--- src/rtl/bitstream_scheduler_if.sv ---
// Handshake and data bundle between the board control logic / network datapath
// and the bitstream scheduler.
interface bitstream_scheduler_if #(
    parameter int unsigned N_INPUTS = 2
);
    logic                    start;
    logic                    abort;
    logic [N_INPUTS*8-1:0]   in_value;
    logic                    net_bit;
    logic [N_INPUTS-1:0]     in_bits;
    logic                    stream_valid;
    logic                    busy;
    logic                    done;
    logic [7:0]              result;
    logic                    result_valid;

    modport master (
        output start, abort, in_value, net_bit,
        input  in_bits, stream_valid, busy, done, result, result_valid
    );

    modport slave (
        input  start, abort, in_value, net_bit,
        output in_bits, stream_valid, busy, done, result, result_valid
    );
endinterface

--- src/rtl/bitstream_scheduler.sv ---
// One deterministic evaluation of the bitstream network: captures the inputs,
// streams a full 255-cycle LFSR window per input, counts the 1s returned by the
// network after its pipeline latency, and reports the count with a done pulse.
module bitstream_scheduler #(
    parameter int unsigned N_INPUTS   = 2,
    parameter int unsigned PIPE_DEPTH = 2
) (
    input logic                  clk,
    input logic                  rst,
    bitstream_scheduler_if.slave bus
);
    typedef enum logic [1:0] {IDLE, RUN, DRAIN, DONE} state_t;

    localparam logic [7:0] WIN_LAST   = 8'd254;
    localparam logic [3:0] DRAIN_LAST = (PIPE_DEPTH == 0) ? 4'd0 : 4'(PIPE_DEPTH - 1);

    state_t        state;
    logic [7:0]    win_cnt;
    logic [3:0]    drain_cnt;
    logic [7:0]    lfsr [N_INPUTS];
    logic [7:0]    val  [N_INPUTS];
    logic [7:0]    acc;
    logic          result_valid;
    logic [N_INPUTS-1:0] in_bits;
    logic          run;
    logic          abort_hit;
    logic          sample_valid;

    function automatic logic [7:0] seed(input int unsigned i);
        return 8'(1 + 29 * i);
    endfunction

    // Maximal Fibonacci LFSR, taps 8,6,5,4 -> period 255
    function automatic logic [7:0] lfsr_step(input logic [7:0] s);
        return {s[6:0], s[7] ^ s[5] ^ s[4] ^ s[3]};
    endfunction

    assign run       = (state == RUN);
    assign abort_hit = bus.abort && (state != IDLE);

    // Sequencer: window/drain counting, input capture and LFSR stepping.
    // An abort sampled in DONE still shows that cycle's done, but suppresses result_valid.
    always_ff @(posedge clk) begin
        if (rst) begin
            state        <= IDLE;
            win_cnt      <= '0;
            drain_cnt    <= '0;
            result_valid <= 1'b0;
            for (int unsigned i = 0; i < N_INPUTS; i++) begin
                lfsr[i] <= seed(i);
                val[i]  <= '0;
            end
        end else if (abort_hit) begin
            state        <= IDLE;
            result_valid <= 1'b0;
        end else begin
            case (state)
                IDLE: begin
                    if (bus.start) begin
                        state        <= RUN;
                        win_cnt      <= '0;
                        result_valid <= 1'b0;
                        for (int unsigned i = 0; i < N_INPUTS; i++) begin
                            val[i]  <= bus.in_value[8*i +: 8];
                            lfsr[i] <= seed(i);
                        end
                    end
                end
                RUN: begin
                    for (int unsigned i = 0; i < N_INPUTS; i++) begin
                        lfsr[i] <= lfsr_step(lfsr[i]);
                    end
                    win_cnt <= win_cnt + 8'd1;
                    if (win_cnt == WIN_LAST) begin
                        drain_cnt <= '0;
                        state     <= (PIPE_DEPTH == 0) ? DONE : DRAIN;
                    end
                end
                DRAIN: begin
                    drain_cnt <= drain_cnt + 4'd1;
                    if (drain_cnt == DRAIN_LAST) begin
                        state <= DONE;
                    end
                end
                DONE: begin
                    state        <= IDLE;
                    result_valid <= 1'b1;
                end
                default: state <= IDLE;
            endcase
        end
    end

    generate
        if (PIPE_DEPTH == 0) begin : g_no_delay
            assign sample_valid = run;
        end else begin : g_delay
            logic [PIPE_DEPTH-1:0] valid_dly;

            // Delay stream_valid so it lines up with the bit the network returns
            always_ff @(posedge clk) begin
                if (rst || abort_hit) begin
                    valid_dly <= '0;
                end else begin
                    valid_dly <= PIPE_DEPTH'({valid_dly, run});
                end
            end

            assign sample_valid = valid_dly[PIPE_DEPTH-1];
        end
    endgenerate

    // Count returned 1s belonging to the current window
    always_ff @(posedge clk) begin
        if (rst) begin
            acc <= '0;
        end else if ((state == IDLE) && bus.start) begin
            acc <= '0;
        end else if (sample_valid && bus.net_bit) begin
            acc <= acc + 8'd1;
        end
    end

    // Stochastic bit per input: 1 when the LFSR value does not exceed the input value
    always_comb begin
        in_bits = '0;
        for (int unsigned i = 0; i < N_INPUTS; i++) begin
            in_bits[i] = run && (lfsr[i] <= val[i]);
        end
    end

    assign bus.in_bits      = in_bits;
    assign bus.stream_valid = run;
    assign bus.busy         = (state != IDLE);
    assign bus.done         = (state == DONE);
    assign bus.result       = acc;
    assign bus.result_valid = result_valid;
endmodule
--- src/flat_wrapper.sv ---
// flat-port wrapper written by rule: the top's interface ports become plain ports
module bitstream_scheduler_flat 
#(
    parameter int unsigned N_INPUTS   = 2,
    parameter int unsigned PIPE_DEPTH = 2
)
  (clk, rst, bus_start, bus_abort, bus_in_value, bus_net_bit, bus_in_bits, bus_stream_valid, bus_busy, bus_done, bus_result, bus_result_valid);
  bitstream_scheduler_if #(.N_INPUTS(N_INPUTS)) bus_i ();
  input logic clk;
  input logic rst;
  input wire logic [$bits(bus_i.start)-1:0] bus_start;
  input wire logic [$bits(bus_i.abort)-1:0] bus_abort;
  input wire logic [$bits(bus_i.in_value)-1:0] bus_in_value;
  input wire logic [$bits(bus_i.net_bit)-1:0] bus_net_bit;
  output wire logic [$bits(bus_i.in_bits)-1:0] bus_in_bits;
  output wire logic [$bits(bus_i.stream_valid)-1:0] bus_stream_valid;
  output wire logic [$bits(bus_i.busy)-1:0] bus_busy;
  output wire logic [$bits(bus_i.done)-1:0] bus_done;
  output wire logic [$bits(bus_i.result)-1:0] bus_result;
  output wire logic [$bits(bus_i.result_valid)-1:0] bus_result_valid;
  assign bus_i.start = bus_start;
  assign bus_i.abort = bus_abort;
  assign bus_i.in_value = bus_in_value;
  assign bus_i.net_bit = bus_net_bit;
  assign bus_in_bits = bus_i.in_bits;
  assign bus_stream_valid = bus_i.stream_valid;
  assign bus_busy = bus_i.busy;
  assign bus_done = bus_i.done;
  assign bus_result = bus_i.result;
  assign bus_result_valid = bus_i.result_valid;
  bitstream_scheduler #(.N_INPUTS(N_INPUTS), .PIPE_DEPTH(PIPE_DEPTH)) u_core (.clk(clk), .rst(rst), .bus(bus_i));
endmodule
--- config.mk ---
export PLATFORM = sky130hd
export DESIGN_NAME = bitstream_scheduler_flat
export DESIGN_NICKNAME = d
export VERILOG_FILES = /design/src/rtl/bitstream_scheduler_if.sv /design/src/rtl/bitstream_scheduler.sv /design/src/flat_wrapper.sv
export SDC_FILE = /design/constraint.sdc
export NUM_CORES = 1
export LEC_CHECK = 0
export ABC_AREA = 1
export BUFFER_PORTS_ARGS = -buffer_cell sky130_fd_sc_hd__buf_2
export CAP_MARGIN = 25
export CORE_ASPECT_RATIO = 0.9
export CORE_UTILIZATION = 45
export DETAILED_ROUTE_END_ITERATION = 7
export MAX_ROUTING_LAYER = met4
export PLACE_DENSITY = 0.76
export RECOVER_POWER = 50
export SLEW_MARGIN = 20
export SYNTH_ARGS = -nofsm -noshare
export SYNTH_HDL_FRONTEND = slang
export SYNTH_SLANG_ARGS = --single-unit
--- constraint.sdc ---
create_clock -name clk -period 2.3 [get_ports clk]
set_clock_uncertainty 0.2 [all_clocks]
set_input_delay 0.46 -clock clk [delete_from_list [all_inputs] [get_ports clk]]
set_output_delay 0.46 -clock clk [all_outputs]
set_load 0.01 [all_outputs]
==> results of run 1 <==
==> layout by cell type, fill, tap and decap left out, types with 2 or more instances in the layout <==
cell type / n
inv_1: 70
a21oi_1: 23
xor2_1: 2
nand2_2: 7
nand2_1: 56
nor3_1: 3
or2_2: 3
nor2_2: 3
clkbuf_1: 12
nor2_1: 56
ha_4: 9
nand3_1: 15
inv_2: 11
edfxtp_1: 32
dfxtp_1: 25
nand4_1: 8
buf_4: 15
ha_1: 15
buf_2: 24
clkbuf_8: 12
and2_1: 2
a21o_1: 2
xnor2_1: 2
or2_1: 3
o21ai_0: 8
a21oi_2: 2
==> critical path, stage by stage, from the launching register on <==
cell,delay [ps]
edfxtp_1,420
ha_1,320
nand2_2,50
nor2_2,110
nand4_1,110
a21oi_2,170
buf_2,150
==> power breakdown <==
part	leakage [nW]	internal (mW)	switching, mW	total (mW)
registers	0.532	1.28	0.114	1.39
logic	1.05	0.502	0.775	1.28
clock network	0.106	0.587	0.407	0.994
total	1.69	2.37	1.30	3.66
==> what timing repair did <==
| action | 4_1_cts | 5_1_grt |
|---|---|---|
| cloned | 0 | 0 |
| pin swaps | 3 | 8 |
| setup endpoints to repair | 2 | 2 |
| gates resized for setup | 3 | 26 |
| hold buffers | 0 | 0 |
| setup buffers | 9 | 5 |
==> path summary, 6_finish.rpt <==
check	slack, ps	start	endpoint
worst max register to register	120	u_core.state[1]$_SDFFE_PP0P_	u_core.lfsr[0][7]$_SDFFCE_PN0P_
worst max-delay path	-30	u_core.lfsr[0][12]$_SDFFCE_PN1P_	bus_in_bits[1]
worst min-delay path	200	rst	u_core.drain_cnt[0]$_SDFFE_PP0P_
worst min register to register	230	u_core.g_delay.valid_dly[0]$_SDFF_PP0_	u_core.g_delay.valid_dly[1]$_SDFF_PP0_
==> per-stage QoR <==
| step | util | power, mW | setup WS (ps) | hold WS [ps] |
|---|---|---|---|---|
| 3_3_place_gp | 0.509 | 2.46 | 274 | 206 |
| 5_1_grt | 0.573 | 3.92 | -163 | 192 |
| 6_report | 0.573 | 3.66 | -32.5 | 203 |
| 3_5_place_dp | 0.509 | 2.50 | 258 | 210 |
| 4_1_cts | 0.555 | 3.56 | -42.5 | 201 |
| 2_1_floorplan | - | 2.22 | 80.8 | 194 |
==> flip-flops by register name, indices dropped and copies added, names as in the netlist <==
register	flops
u_core.lfsr	16
u_core.bus.result	8
u_core.val	16
u_core.drain_cnt	4
u_core.bus.result_valid	1
u_core.g_delay.valid_dly	2
u_core.win_cnt	8
u_core.state	2
==> final cells by class <==
class	count	area (µm²)
clock buffer	12	165
clock inverter	4	50.0
fill	618	2810
inverter	81	304
multi-input combinational	227	1400
sequential	57	1460
tap	90	113
timing repair buffer	52	283
==> logic make-up after synthesis <==
| logic type | after synthesis | share of synthesized area |
|---|---|---|
| and+or+nand+nor | 160 | 0.231 |
| buffers and inverters | 84 | 0.107 |
| DFF | 57 | 0.477 |
| AOI/OAI and AO/OA | 38 | 0.0718 |
| adders and majority gates | 25 | 0.102 |
| xor gates and xnor gates | 4 | 0.0114 |
==> per-layer routing <==
layer  part of all wire  wire length (µm)  up-vias
met5                  0                 0        -
met4              0.011                65        0
met3              0.049               298        5
met2               0.48              2930       53
met1               0.46              2790     1119
li1                   -                 -     1278
==> impl_metrics.json, run 1 <==
{
  "status": "complete, but fails checks",
  "violations": "negative setup slack",
  "dp_hpwl_um": 4090,
  "syn_nets": 414,
  "synth_cell_types": 31,
  "grt-ovfl-total": 0,
  "start_util": 0.466,
  "powerDensity_mw_per_mm2": 971,
  "final.setup.worst_slack_ps": -32.5,
  "clkTransAtPathRegs_ps": 70,
  "crit_fanout": 2,
  "cp-start-kind": "flip-flop",
  "insertion_delay_ps": 340,
  "die_area_mm2": 0.00715,
  "core_mm2": 0.00659,
  "slew_headroom": 0.486,
  "cts_buffers": 9,
  "cp.arrival_ps": 1670,
  "grt_pass1_vias": 2274,
  "fp-row-count": 28,
  "clock-sinks": 57,
  "via_per_inst": 4.69,
  "busiest_layer": "met2",
  "ir_worst_vdd_mv": 0.497,
  "globalplace.congestion": 0.820,
  "synth_top_area_frac": 0.313,
  "crit_type": "flip-flop to primary output",
  "syn_area_mm2": 0.00307,
  "use_met1": 0.212,
  "tns_ps": -45.4,
  "synthToLayoutAreaGrowth_pct": 23.1,
  "max-clock-path-buffers": 2,
  "grt_pass1_wl_um": 9740,
  "dp_cells": 493,
  "holdPathStages": 2,
  "synth.area.top_cells": "edfxtp_1, dfxtp_1, ha_1",
  "grt_util_met2": 0.315,
  "drive_above_1_share": 0.219,
  "crit_path_end_kind": "primary output",
  "vias": 2455,
  "grt_max_degree": 18,
  "rsz0062_at_grt": "true",
  "gr-usage-met3": 0.0709,
  "final_area_mm2": 0.00378,
  "ys_seq_area_frac": 0.477,
  "cap_viol_max_count": 0,
  "ys.flop_type": "edfxtp_1",
  "async_reset_ff_frac": 0,
  "ant_nets": 0,
  "layout_min_cycle_time_ps": 2330,
  "postSynthAreaPerCell_um2": 8.33,
  "syn_inst": 368,
  "fmax_mhz": 429,
  "tightest_slew_ps": 772,
  "stdcell_count": 523,
  "reg2reg_depth": 7,
  "post-route-period-util": 1.01,
  "h-tree-depth": 3,
  "yosysTopAreaCell": "edfxtp_1",
  "yosys_warnings": 0,
  "slew_viol_final": 0,
  "grt.total_usage": 0.190,
  "place_area_mm2": 0.00336,
  "grt_antenna_before_repair": 0,
  "yosys_register_bits": 57,
  "p_leak_nw": 1.69,
  "yosysMostFrequentCell": "inv_1",
  "hold_path.class": "input port to flip-flop",
  "synthTopCellsByCount": "inv_1, nand2_1, nor2_1",
  "setup_viol": 2,
  "die_x_um": 89.0,
  "dr.pass1.iters": 4,
  "die-height_um": 80.3,
  "finish.net_count": 474,
  "drt-initial-drc-count": 102,
  "cts_tree": "built",
  "drcViolationCount": 0,
  "synth-edff-count": 32,
  "num_io_pins": 35,
  "hold_viol": 0,
  "clock-root-buffer": "clkbuf_8",
  "wl_um": 6080,
  "n_antenna_cell": 0,
  "wire_per_inst_um": 11.6,
  "crit_required_ps": 1640,
  "port_buffers": 34
}
Power figures use the tool's default switching activity.
==> run 2, diff against run 1 <==
--- a/config.mk
+++ b/config.mk
@@ -5,7 +5,6 @@
 export SDC_FILE = /design/constraint.sdc
 export NUM_CORES = 1
 export LEC_CHECK = 0
-export ABC_AREA = 1
 export BUFFER_PORTS_ARGS = -buffer_cell sky130_fd_sc_hd__buf_2
 export CAP_MARGIN = 25
 export CORE_ASPECT_RATIO = 0.9
==> impl_metrics.json, run 2 <==
{
  "rsz0062_at_grt": "true",
  "grt_pass1_wl_um": 9470,
  "async_reset_ff_frac": 0,
  "syn_nets": 327,
  "status": "complete, but fails checks",
  "cts_buffers": 9,
  "die_x_um": 86.5,
  "yosysTopAreaCell": "edfxtp_1",
  "r2r-start": "u_core.state[1]$_SDFFE_PP0P_",
  "grt.total_usage": 0.186,
  "powerDensity_mw_per_mm2": 995,
  "yosys_register_bits": 57,
  "synth-edff-count": 32,
  "final_util": 0.573,
  "fin_total_pwr_mw": 3.51,
  "synth_fa_ha_area_frac": 0.108,
  "clkTransAtPathRegs_ps": 60,
  "core_mm2": 0.00615,
  "setup_viol": 2,
  "crit_required_ps": 1640,
  "globalplace.congestion": 0.883,
  "hold_path.class": "input port to flip-flop",
  "drcViolationCount": 0,
  "place_ws_ps": 159,
  "yosysMostFrequentCell": "edfxtp_1",
  "clock-root-buffer": "clkbuf_8",
  "cts_hold_buf": 0,
  "port_buffers": 34,
  "yosys.area_share.simple": 0.190,
  "clock-sinks": 57,
  "dp_hpwl_um": 3820,
  "grt-ovfl-total": 0,
  "ant_nets": 0,
  "crit_type": "flip-flop to primary output",
  "synth_top_area_frac": 0.332,
  "final.setup.worst_slack_ps": -100,
  "synthTopCellsByCount": "edfxtp_1, inv_1, dfxtp_1, ha_1",
  "ys.flop_type": "edfxtp_1",
  "start_util": 0.470,
  "insertion_delay_ps": 330,
  "dr.pass1.iters": 4,
  "layout_common_cells": "edfxtp_1, inv_1, dfxtp_1, buf_2, ha_1",
  "crit_start": "u_core.lfsr[0][13]$_SDFFCE_PN0P_",
  "grt_pass1_vias": 2167,
  "synth-xor-area-share": 0.0515,
  "fmax_mhz": 417,
  "tightest_slew_ps": 600,
  "synth_cell_types": 37,
  "n_antenna_cell": 0,
  "wire_per_inst_um": 13.1,
  "synth.area.top_cells": "edfxtp_1, dfxtp_1, ha_1",
  "cp.arrival_ps": 1740,
  "worstSetupEndpoint": "bus_in_bits[1]",
  "synth_mux_area_frac": 0.00346,
  "synth_top_family_by_area": "simple AND/OR/NAND/NOR gates",
  "postSynthAreaPerCell_um2": 10.3,
  "wl_um": 5570,
  "ir_worst_vdd_mv": 0.404,
  "crit_path_end_kind": "primary output",
  "ys_seq_area_frac": 0.505,
  "hold_viol": 0,
  "finish.net_count": 381,
  "reg2reg_slack_ps": 160,
  "synth_compound_area_frac": 0.0965,
  "max-clock-path-buffers": 2,
  "dp_cells": 401,
  "holdPathStages": 2,
  "violations": "negative setup slack",
  "vias": 2187,
  "timing.rr.end": "u_core.win_cnt[1]$_SDFFE_PP0P_",
  "layout_min_cycle_time_ps": 2400,
  "grt_max_degree": 20,
  "via_per_inst": 5.12,
  "reg2reg_depth": 6,
  "syn_inst": 281,
  "stdcell_count": 427,
  "cap_viol_max_count": 0,
  "h-tree-depth": 3,
  "reg_top3": "u_core.lfsr: 16 flops, u_core.val: 16 flops",
  "p_leak_nw": 1.42,
  "drt-initial-drc-count": 136,
  "die_area_mm2": 0.00675,
  "die-height_um": 78.0,
  "syn_area_mm2": 0.00289,
  "synthToLayoutAreaGrowth_pct": 21.9,
  "slew_viol_final": 0,
  "grt_antenna_before_repair": 0,
  "final_common_cell": "edfxtp_1",
  "yosys_warnings": 0,
  "cp-start-kind": "flip-flop",
  "crit_fanout": 3,
  "cts_tree": "built",
  "fp-row-count": 27,
  "slew_headroom": 0.600,
  "drive_above_1_share": 0.179,
  "post-route-period-util": 1.04,
  "num_io_pins": 35
}
[run 2: cell count changes after synthesis, sizes merged, moves of 9 or more]
cell | previous run | this run
and2 | 2 | 19
and3 | 0 | 11
inv | 81 | 29
nand2 | 63 | 18
nand3 | 16 | 7
nor2 | 60 | 19
[run 2: worst min path at each step]
stage,start,endpoint
floorplan,u_core.g_delay.valid_dly[0]$_SDFF_PP0_,u_core.g_delay.valid_dly[1]$_SDFF_PP0_
global placement,u_core.g_delay.valid_dly[0]$_SDFF_PP0_,u_core.g_delay.valid_dly[1]$_SDFF_PP0_
detailed placement,u_core.g_delay.valid_dly[0]$_SDFF_PP0_,u_core.g_delay.valid_dly[1]$_SDFF_PP0_
CTS,bus_in_value[12],u_core.val[0][12]$_SDFFCE_PN0P_
global route,bus_in_value[3],u_core.val[0][3]$_SDFFCE_PN0P_
finish,bus_in_value[15],u_core.val[0][15]$_SDFFCE_PN0P_
[run 2: logic make-up (layout without fill, tap and decap cells)]
kind of cell,Yosys count,in the layout
XOR/XNOR,17,17
buffers and inverters,35,94
adder cells (fa/ha/maj),25,25
multiplexers,1,1
AND/OR/NAND/NOR,100,100
AO/OA/AOI/OAI,46,46
flip-flops,57,57
[run 2: layout make-up]
| class | instances | area (µm²) |
|---|---|---|
| clock buffers | 12 | 135 |
| repair buffers | 49 | 260 |
| fillers | 567 | 2620 |
| clock inverters | 4 | 67.6 |
| well taps | 87 | 109 |
| flip-flops and latches | 57 | 1460 |
| inverters | 29 | 109 |
| multi-input cells | 189 | 1380 |
[run 2: power by group]
part	internal [mW]	switching [mW]
clock network	0.604	0.367
logic	0.490	0.645
registers	1.30	0.101
[run 2: worst max-delay path: stages, from the launching register on]
cell and delay, ps:
edfxtp_1 460, ha_4 310, nand4_1 120, o311a_1 380, buf_2 140
[run 2: layer usage]
layer  GRT usage  part of all wire  vias up
met1       0.231              0.47     1040
met2       0.292              0.47       49
li1            -                 -     1088
met4      0.0717             0.015        0
met3      0.0505             0.038       10
met5           -                 0        -
[run 2: repair_timing]
item	in CTS	in global routing
gates resized for setup	2	8
endpoints found under the setup margin	2	6
pin swaps	0	1
setup buffers	5	5
[run 2: through the flow]
step | setup TNS [ps] | hold slack [ps] | cell area (µm²)
finish | -169 | 199 | 3520
global route | -313 | 190 | 3520
CTS | -196 | 187 | 3450
detailed placement | 0 | 246 | 3190
global placement | 0 | 236 | 3190
floorplan | 0 | 206 | 2890
==> run 3, diff against run 2 <==
--- a/config.mk
+++ b/config.mk
@@ -12,7 +12,6 @@
 export DETAILED_ROUTE_END_ITERATION = 7
 export MAX_ROUTING_LAYER = met4
 export PLACE_DENSITY = 0.76
-export RECOVER_POWER = 50
 export SLEW_MARGIN = 20
 export SYNTH_ARGS = -nofsm -noshare
 export SYNTH_HDL_FRONTEND = slang
==> impl_metrics.json, run 3 (synthesis gave the netlist of run 2 again) <==
{
  "swShare": 0.316,
  "insertion_delay_ps": 330,
  "grt_pass1_vias": 2167,
  "hold_path.class": "input port to flip-flop",
  "clock-sinks": 57,
  "crit_required_ps": 1640,
  "tns_ps": -169,
  "critical-path-top-delay-family": "flip-flops",
  "cp.arrival_ps": 1740,
  "post-route-period-util": 1.04,
  "core_mm2": 0.00615,
  "vias": 2164,
  "grt_max_degree": 20,
  "p_clk_frac": 0.276,
  "switchingPower_mw": 1.11,
  "cp-start-kind": "flip-flop",
  "crit_path_end_kind": "primary output",
  "drcViolationCount": 0,
  "place_area_mm2": 0.00319,
  "slew_headroom": 0.609,
  "hold_viol": 0,
  "cts_buffers": 9,
  "crit_fanout": 3,
  "wire_per_inst_um": 13.0,
  "drive_above_1_share": 0.215,
  "fin_total_pwr_mw": 3.51,
  "dp_hpwl_um": 3820,
  "finish.net_count": 381,
  "n_antenna_cell": 0,
  "synthToLayoutAreaGrowth_pct": 22.7,
  "dp_cells": 401,
  "die-height_um": 78.0,
  "final_common_cell": "buf_2",
  "die_x_um": 86.5,
  "fmax_mhz": 417,
  "cts_hold_buf": 0,
  "cap_viol_max_count": 0,
  "status": "complete, but fails checks",
  "grt_antenna_before_repair": 0,
  "tightest_slew_ps": 586,
  "die_area_mm2": 0.00675,
  "final.setup.worst_slack_ps": -100,
  "reg_top3": "u_core.lfsr: 16 flops, u_core.val: 16 flops",
  "clock-root-buffer": "clkbuf_8",
  "crit_type": "flip-flop to primary output",
  "crit_chain": "ha_4, nand4_1, o311a_1, buf_2",
  "stdcell_count": 427,
  "layout_min_cycle_time_ps": 2400,
  "ir_worst_vdd_mv": 0.404,
  "setup_viol": 2,
  "rsz0062_at_grt": "true",
  "ant_nets": 0,
  "h-tree-depth": 3,
  "layout_common_cells": "buf_2, edfxtp_1, inv_1, dfxtp_1, ha_1",
  "grt.total_usage": 0.186,
  "globalplace.congestion": 0.883,
  "max_stage_delay_ps": 460,
  "max-clock-path-buffers": 2,
  "sequentialPowerShare": 0.399,
  "cpMaxStageDelayCell": "edfxtp_1",
  "final_area_mm2": 0.00355,
  "grt_pass1_wl_um": 9470,
  "drt-initial-drc-count": 133,
  "dr.pass1.iters": 4,
  "cts_tree": "built",
  "clkTransAtPathRegs_ps": 60,
  "grt-ovfl-total": 0,
  "powerDensity_mw_per_mm2": 991,
  "p_leak_nw": 1.47,
  "crit_buf_inv": 1,
  "via_per_inst": 5.07,
  "start_util": 0.470,
  "fp-row-count": 27,
  "pwr-share-comb": 0.325,
  "num_io_pins": 35,
  "power_report.internal_total_mw": 2.40,
  "slew_viol_final": 0,
  "violations": "negative setup slack",
  "wl_um": 5570,
  "port_buffers": 34
}
run 3: area by class of cell:
class,instances,area (µm²)
multi-input cells,189,1380
clock inverters,4,67.6
fillers,554,2600
flip-flops and latches,57,1460
well taps,87,109
inverters,29,109
clock buffers,12,135
repair buffers,49,283
run 3: per-layer routing:
metal | vias to the layer above | GRT usage | wire, µm
met5 | - | - | 0
met4 | 0 | 0.0717 | 81
met3 | 10 | 0.0505 | 202
met2 | 41 | 0.292 | 2640
met1 | 1027 | 0.231 | 2650
li1 | 1086 | - | -
run 3: worst paths after layout:
| check | cells past startpoint | startpoint | slack (ps) | end |
|---|---|---|---|---|
| worst max-delay path | 4 | u_core.lfsr[0][13]$_SDFFCE_PN0P_ | -100 | bus_in_bits[1] |
| worst min-delay path | 2 | bus_in_value[15] | 200 | u_core.val[0][15]$_SDFFCE_PN0P_ |
| worst max register to register | 6 | u_core.state[1]$_SDFFE_PP0P_ | 180 | u_core.win_cnt[1]$_SDFFE_PP0P_ |
| worst min register to register | 1 | u_core.g_delay.valid_dly[0]$_SDFF_PP0_ | 260 | u_core.g_delay.valid_dly[1]$_SDFF_PP0_ |
run 3: what timing repair did:
item	4_1_cts	5_1_grt
pin swaps	0	1
hold endpoints to repair	0	0
endpoints found under the setup margin	2	6
buffers inserted	5	5
gates resized for setup	2	8
run 3: metrics by stage:
stage | util | setup WS [ps] | hold slack (ps)
6_report | 0.577 | -100 | 200
5_1_grt | 0.577 | -159 | 190
4_1_cts | 0.561 | -120 | 187
3_5_place_dp | 0.518 | 159 | 246
3_3_place_gp | 0.518 | 239 | 236
2_1_floorplan | - | 15.6 | 206
run 3: power groups by stage:
stage               Combinational (mW)  Clock (mW)  Sequential (mW)
floorplan                        0.711           0             1.39
global placement                 0.939           0             1.41
detailed placement               0.968           0             1.42
CTS                               1.03       0.990             1.39
global route                      1.29        1.04             1.42
finish                            1.14       0.971             1.40
